### src/rtl/datamem_arbiter.sv
// rtl/datamem_arbiter.sv - two-port round-robin arbiter and clear sequencer for DataMem
//
// Shares a single-port 2**A x W DataMem between port 0 (core load/store)
// and port 1 (DMA / test loader), one access per cycle. A built-in clear
// sequencer writes zero to every entry, one entry per cycle.
//
// Ports:
//   Clk, ResetN                  clock, async active-low reset
//   Req{0,1}Valid/Write/Addr/Data request inputs
//   Req{0,1}Ready                combinational grant
//   Rsp{0,1}Valid/Data           registered read response, 1-cycle latency
//   ClearStart                   pulse: start a full-memory clear
//   ClearBusy, ClearDone         sweep in progress / pulse after last write
//   MemWriteEn/Address/DataIn    drive DataMem
//   MemDataOut                   DataMem combinational read data
module datamem_arbiter #(
  parameter int W = 8,
  parameter int A = 8
) (
  input  logic         Clk,
  input  logic         ResetN,
  input  logic         Req0Valid,
  input  logic         Req0Write,
  input  logic [A-1:0] Req0Addr,
  input  logic [W-1:0] Req0Data,
  output logic         Req0Ready,
  output logic         Rsp0Valid,
  output logic [W-1:0] Rsp0Data,
  input  logic         Req1Valid,
  input  logic         Req1Write,
  input  logic [A-1:0] Req1Addr,
  input  logic [W-1:0] Req1Data,
  output logic         Req1Ready,
  output logic         Rsp1Valid,
  output logic [W-1:0] Rsp1Data,
  input  logic         ClearStart,
  output logic         ClearBusy,
  output logic         ClearDone,
  output logic         MemWriteEn,
  output logic [A-1:0] MemAddress,
  output logic [W-1:0] MemDataIn,
  input  logic [W-1:0] MemDataOut
);

  typedef enum logic {ARB, CLEAR} state_t;

  state_t       state, state_next;
  logic         last_grant;   // port granted most recently; the other port wins a tie
  logic [A-1:0] clear_addr;
  logic         arb_en;
  logic         grant0, grant1;
  logic         clear_last;

  assign clear_last = (state == CLEAR) && (clear_addr == {A{1'b1}});

  // Grants are qualified by ResetN so nothing is granted while reset is held.
  assign arb_en = (state == ARB) && ResetN;
  assign grant0 = arb_en && Req0Valid && (!Req1Valid || last_grant);
  assign grant1 = arb_en && Req1Valid && !grant0;

  // State register
  always_ff @(posedge Clk or negedge ResetN) begin
    if (!ResetN) state <= ARB;
    else         state <= state_next;
  end

  // Next-state logic; ClearStart during CLEAR is ignored
  always_comb begin
    state_next = state;
    case (state)
      ARB:     if (ClearStart) state_next = CLEAR;
      CLEAR:   if (clear_last) state_next = ARB;
      default: state_next = ARB;
    endcase
  end

  // Output logic
  always_comb begin
    Req0Ready  = grant0;
    Req1Ready  = grant1;
    ClearBusy  = (state == CLEAR);
    MemWriteEn = 1'b0;
    MemAddress = '0;
    MemDataIn  = '0;
    if (state == CLEAR) begin
      MemWriteEn = 1'b1;
      MemAddress = clear_addr;
    end else if (grant0) begin
      MemWriteEn = Req0Write;
      MemAddress = Req0Addr;
      MemDataIn  = Req0Data;
    end else if (grant1) begin
      MemWriteEn = Req1Write;
      MemAddress = Req1Addr;
      MemDataIn  = Req1Data;
    end
  end

  // Arbitration history, clear sweep address and done pulse
  always_ff @(posedge Clk or negedge ResetN) begin
    if (!ResetN) begin
      last_grant <= 1'b1;
      clear_addr <= '0;
      ClearDone  <= 1'b0;
    end else begin
      if (grant0)      last_grant <= 1'b0;
      else if (grant1) last_grant <= 1'b1;
      if (state == CLEAR)  clear_addr <= clear_addr + 1'b1;  // natural wrap to 0 after the last entry
      else if (ClearStart) clear_addr <= '0;
      ClearDone <= clear_last;
    end
  end

  // Read responses: data captured at the grant edge, held until the next read
  always_ff @(posedge Clk or negedge ResetN) begin
    if (!ResetN) begin
      Rsp0Valid <= 1'b0;
      Rsp0Data  <= '0;
      Rsp1Valid <= 1'b0;
      Rsp1Data  <= '0;
    end else begin
      Rsp0Valid <= grant0 && !Req0Write;
      Rsp1Valid <= grant1 && !Req1Write;
      if (grant0 && !Req0Write) Rsp0Data <= MemDataOut;
      if (grant1 && !Req1Write) Rsp1Data <= MemDataOut;
    end
  end

endmodule

### config.mk
export PLATFORM = sky130hd
export DESIGN_NAME = datamem_arbiter
export DESIGN_NICKNAME = d
export VERILOG_FILES = /design/src/rtl/datamem_arbiter.sv
export SDC_FILE = /design/constraint.sdc
export NUM_CORES = 1
export LEC_CHECK = 0
export ABC_CLOCK_PERIOD_IN_PS = 1850
export CAP_MARGIN = 25
export CORE_ASPECT_RATIO = 0.7
export CORE_MARGIN = 10
export CORE_UTILIZATION = 39
export CTS_BUF_LIST = sky130_fd_sc_hd__clkbuf_2
export CTS_CLUSTER_SIZE = 30
export DETAILED_ROUTE_END_ITERATION = 8
export PLACE_DENSITY = 0.86
export SYNTH_ARGS = -nofsm -noshare
export SYNTH_HDL_FRONTEND = slang
export SYNTH_SLANG_ARGS = --single-unit
### constraint.sdc
create_clock -name Clk -period 1.85 [get_ports Clk]
set_input_delay 0.185 -clock Clk [delete_from_list [all_inputs] [get_ports Clk]]
set_output_delay 0.185 -clock Clk [all_outputs]
set_load 0.03 [all_outputs]
## Word level (Yosys, flattened, before mapping)

Index checks and enable logic that the tools add are counted.

- $add $sub $neg: 1
- Eq/ne operators: 1
- Multiplexer cells: 16
- Bitwise logic cells: 1
- Reductions and logical operators: 15

Operators by type and width:

| cell | number |
|---|---|
| two-way mux 8 bit | 8 |
| adder 8 x 1 -> 8 bit, second input constant | 1 |
| == test 8 bit, second input constant | 1 |
| logical AND 1 bit | 8 |
| two-way mux 1 bit | 7 |
| zero test 1 bit | 4 |
| nonzero test 2 bit | 2 |
| case mux 1 bit (2 select lines) | 1 |
| logical OR 1 bit | 1 |
| NOT 1 bit | 1 |

- Flip-flop bits (word level): 29
- Output and inout bits: 39

## Longest topological paths before layout

Gate-level depths: netlist of the first run.

- Depth in word-level cells: 9
- Gate-level depth with buffers: 5
- Mapped depth without buffers: 4

## Least setup slack after synthesis of the first run

No wires, ideal clock.

- Kind: reg-to-output
- Start: register state (netlist: ClearBusy)
- End: output MemAddress[6]
- Arrival time: 1.686 ns
- Path slack: -0.021 ns
- Cell stages (with the launch flop): 5
- Path buffers: 1
- Path through: dfrtp_1 > nand3b_4 > a21oi_2 > buf_2 > a221o_1

- Word-level cells in the longest chain between the ends: 9
- Elaborated cells between the ends (all ways): 10

RTL lines:

| what | RTL line | source |
|---|---|---|
| start, declared | 47 | `state_t state, state_next;` |
| start signal, assigned | 64 | `else state <= state_next;` |
| NOT 1 bit (*) | 57 | `assign arb_en = (state == ARB) && ResetN;` |
| logical AND 1 bit (*) | 57 |  |
| logical AND 1 bit (2 in series) | 58 | `assign grant0 = arb_en && Req0Valid && (!Req1Valid \|\| last_grant);` |
| zero test 1 bit | 59 | `assign grant1 = arb_en && Req1Valid && !grant0;` |
| logical AND 1 bit (*) | 59 |  |
| net Req1Ready | 33 | `output logic Req1Ready,` |
| two-way mux 8 bit (*) | 92 | `end else if (grant1) begin` |
| two-way mux 8 bit (*) | 88 | `end else if (grant0) begin` |
| two-way mux 8 bit (*) | 85 | `if (state == CLEAR) begin` |
| end, declared | 40 | `output logic [A-1:0] MemAddress,` |

Mark *: on every way through the listed nets, which the timed path passes. The rest lies on a longest branch.

## Worst setup path in the final report of the first run

- Start: register state (netlist: ClearBusy)
- End: output MemAddress[4]

- Word-level cells in the longest chain between the ends: 9
- Elaborated cells between the ends (all ways): 10

RTL lines:

| what | RTL line |
|---|---|
| NOT 1 bit | 57 |
| logical AND 1 bit | 57 |
| logical AND 1 bit (2 in series) | 58 |
| zero test 1 bit | 59 |
| logical AND 1 bit | 59 |
| two-way mux 8 bit | 92 |
| two-way mux 8 bit | 88 |
| two-way mux 8 bit (*) | 85 |

Mark *: on every way between the ends. The rest lies on a longest branch, timed or not.

==> results of run 1 <==
[cell usage in the layout (no fill, tap or decap), types with 6 or more instances in the layout]
cell,count
a221o_1,8
buf_12,7
buf_4,12
buf_6,16
clkbuf_2,6
clkdlybuf4s50_1,65
dfrtp_1,28
mux2_2,16
nand2_1,11
[cell type report]
type,count,area [sq um]
Fill cell,226,907
Timing Repair Buffer,101,1070
Tap cell,50,62.6
Clock inverter,1,3.75
Multi-Input combinational cell,84,766
Clock buffer,6,30.0
Inverter,4,15.0
Sequential cell,29,727
[final timing paths]
path	startpoint	endpoint	slack [ps]	depth (start not counted)
worst max-delay path	ClearBusy$_DFF_PN0_	MemAddress[4]	-80	5
worst min-delay path	ResetN	Rsp0Data[2]$_DFFE_PN0P_	330	2
worst max register to register	ClearBusy$_DFF_PN0_	Rsp0Data[3]$_DFFE_PN0P_	110	6
worst min register to register	clear_addr[7]$_DFFE_PN0P_	clear_addr[7]$_DFFE_PN0P_	490	1
max in group asynchronous	ResetN	Rsp0Data[3]$_DFFE_PN0P_	1220	2
min in group Clk	MemDataOut[6]	Rsp1Data[6]$_DFFE_PN0P_	470	2
[repair_timing]
action / CTS / global route
pin swaps: 10 / 5
buffers inserted: 2 / 1
setup endpoints to repair: 18 / 17
gates cloned: 1 / 0
gates resized for setup: 19 / 9
[state kept, by name, indices dropped and copies added, names as in the netlist]
name	flops
Rsp0Data	8
Rsp1Valid	1
Rsp0Valid	1
ClearBusy	1
Rsp1Data	8
clear_addr	8
last_grant	1
ClearDone	1
[kinds of logic after synthesis]
kind of cell,Yosys count,synth area share (%)
XOR/XNOR,3,1.79
AND/OR/NAND/NOR,33,14.1
multiplexers,17,13.0
buffers and inverters,9,2.56
AO/OA/AOI/OAI,30,18.1
adder cells (fa/ha/maj),1,0.854
flip-flops,29,49.6
[power by group]
part	internal (mW)	total (mW)	switching (mW)
Clock	0.0881	0.288	0.200
Sequential	0.641	0.645	0.00415
Combinational	0.111	0.180	0.0687
[per-stage QoR]
step                util (%)  power [mW]  TNS [ps]
global route            74.7        1.17     -1780
global placement        69.7       0.830         0
detailed placement      69.7       0.832         0
CTS                     73.0        1.12      -204
floorplan                  -       0.682         0
finish                  74.7        1.11      -484
[layer usage]
layer / GRT usage (%) / up-vias
met5: 0 / -
met3: 5.83 / 5
met4: 4.61 / 0
met1: 18.7 / 696
li1: - / 672
met2: 28.1 / 77
==> reports/results.ini, run 1 <==
[setup_path]
start_kind = register
crit_fanout = 7
path_class = reg2out
crit_slowest_cell = dfrtp_1
cp_cell_sequence = nand3b_1 -> nor2_2 -> buf_6 -> a221o_1 -> buf_12
worst_ep_arrival_time_ps = 1740
max_stage_delay_ps = 460
critical_path_buf_inv_count = 2
path_delay_family = flip-flops
cp.required_ps = 1660
cp-end-kind = output pin

[floorplan]
dieArea_sq_um = 6650
die_x_microns = 93.3
fp.coreArea_sq_um = 3580
ios = 86
start_util_pct = 40.9
rows = 18
dieHeight_microns = 71.3

[cts]
clockBufferDepth = 2
cts_made_buffers = 5
cts.sinks = 29
cts_tree = done
cts_hold_buf = 0
clk_pin_slew_ps = 150
worstSkewPairLatency_ps = 360
clockRootBuffer = clkbuf_2
h-tree-depth = 2

[global_routing]
grt_antenna_before_repair = 0
grt-ovfl-total = 0
grt.total_usage_pct = 16.3
grt_first_pass_wirelength_mm = 8.49
grt_pass1_vias = 1494
grt_max_degree = 23

[yosys]
synth_cells = 122
yosysSeqAreaShare_pct = 49.6
synth-seq-cells = 29
ys.flop_type = dfrtp_1
ys_async_sr_fraction_pct = 100
synth_area_sq_um = 1470
ys_top_cells_by_count = 28 x dfrtp_1, 16 x mux2_2, 11 x nand2_1
yosysUniqueCellTypes = 36
synth_area_leaders = dfrtp_1 48%, mux2_2 12%, a221o_1 6.1%
synth_edf_count = 0
syn-num-nets = 170
synth.most_common_cell = dfrtp_1
yosysTopAreaCell = dfrtp_1
synth_top_area_share_pct = 47.8
yosysWarningCount = 0
syn-mean-instance-area_sq_um = 12.0

[routing]
routed-wl-met2_mm = 2.85
drt_first_pass_iters = 4
avgRoutedWirePerCell_microns = 21.0
wl_met1_mm = 2.42
drc = 0
drt_wl_total_mm = 5.78
highest_layer = met4
vias_per_cell = 5.27
dr_wl_met3_microns = 448
ant_nets = 0
dr.first_iter.drc_count = 78
vias = 1450

[sta]
tightest_slew_ps = 347
post-route-period-util_pct = 104
clock-skew-final_ps = 19.7
period_needed_ps = 1930
final_hold_viol_count = 0
rsz0062_at_grt = yes
hold_ws_ps = 330
layout_setup_ws_ps = -77.3
max_freq_ghz = 0.519
setup_violations = 13
slew_violations = 0
slew_headroom_pct = 76.8

[layout]
nNetsFinal = 273
drive_gt1_share_pct = 34.2
syn2layout_area_growth_pct = 82.5
finalNonFillerCells = 275
final_area_sq_um = 2670
n_antenna_cell = 0

[hold_path]
hp-class = in2async

[placed_design]
place.gp.congestion = 0.836
dp_slack_ps = 15.7
place_area_sq_um = 2500
dp.cells = 264
hpwl_mm = 4.42
io_buffers = 85

[pwr]
ir_worst_vdd_v = 0.000381
p_leak_nw = 1.20
power_density_nw_per_um2 = 416

[run]
maxCapViolCount = 0

[status]
outcome = complete, but fails checks
failed_checks = setup timing

Power figures use the tool's default switching activity.
==> run 2, diff against run 1 <==
--- a/config.mk
+++ b/config.mk
@@ -11,7 +11,6 @@
 export CORE_MARGIN = 10
 export CORE_UTILIZATION = 39
 export CTS_BUF_LIST = sky130_fd_sc_hd__clkbuf_2
-export CTS_CLUSTER_SIZE = 30
 export DETAILED_ROUTE_END_ITERATION = 8
 export PLACE_DENSITY = 0.86
 export SYNTH_ARGS = -nofsm -noshare
==> results of run 2 <==
The final DEF is identical to that of run 1; final timing and power are the same.
==> run 3, diff against run 2 <==
--- a/config.mk
+++ b/config.mk
@@ -5,6 +5,7 @@
 export SDC_FILE = /design/constraint.sdc
 export NUM_CORES = 1
 export LEC_CHECK = 0
+export ABC_AREA = 0
 export ABC_CLOCK_PERIOD_IN_PS = 1850
 export CAP_MARGIN = 25
 export CORE_ASPECT_RATIO = 0.7
==> results of run 3 <==
The final DEF is identical to that of run 1; final timing and power are the same.
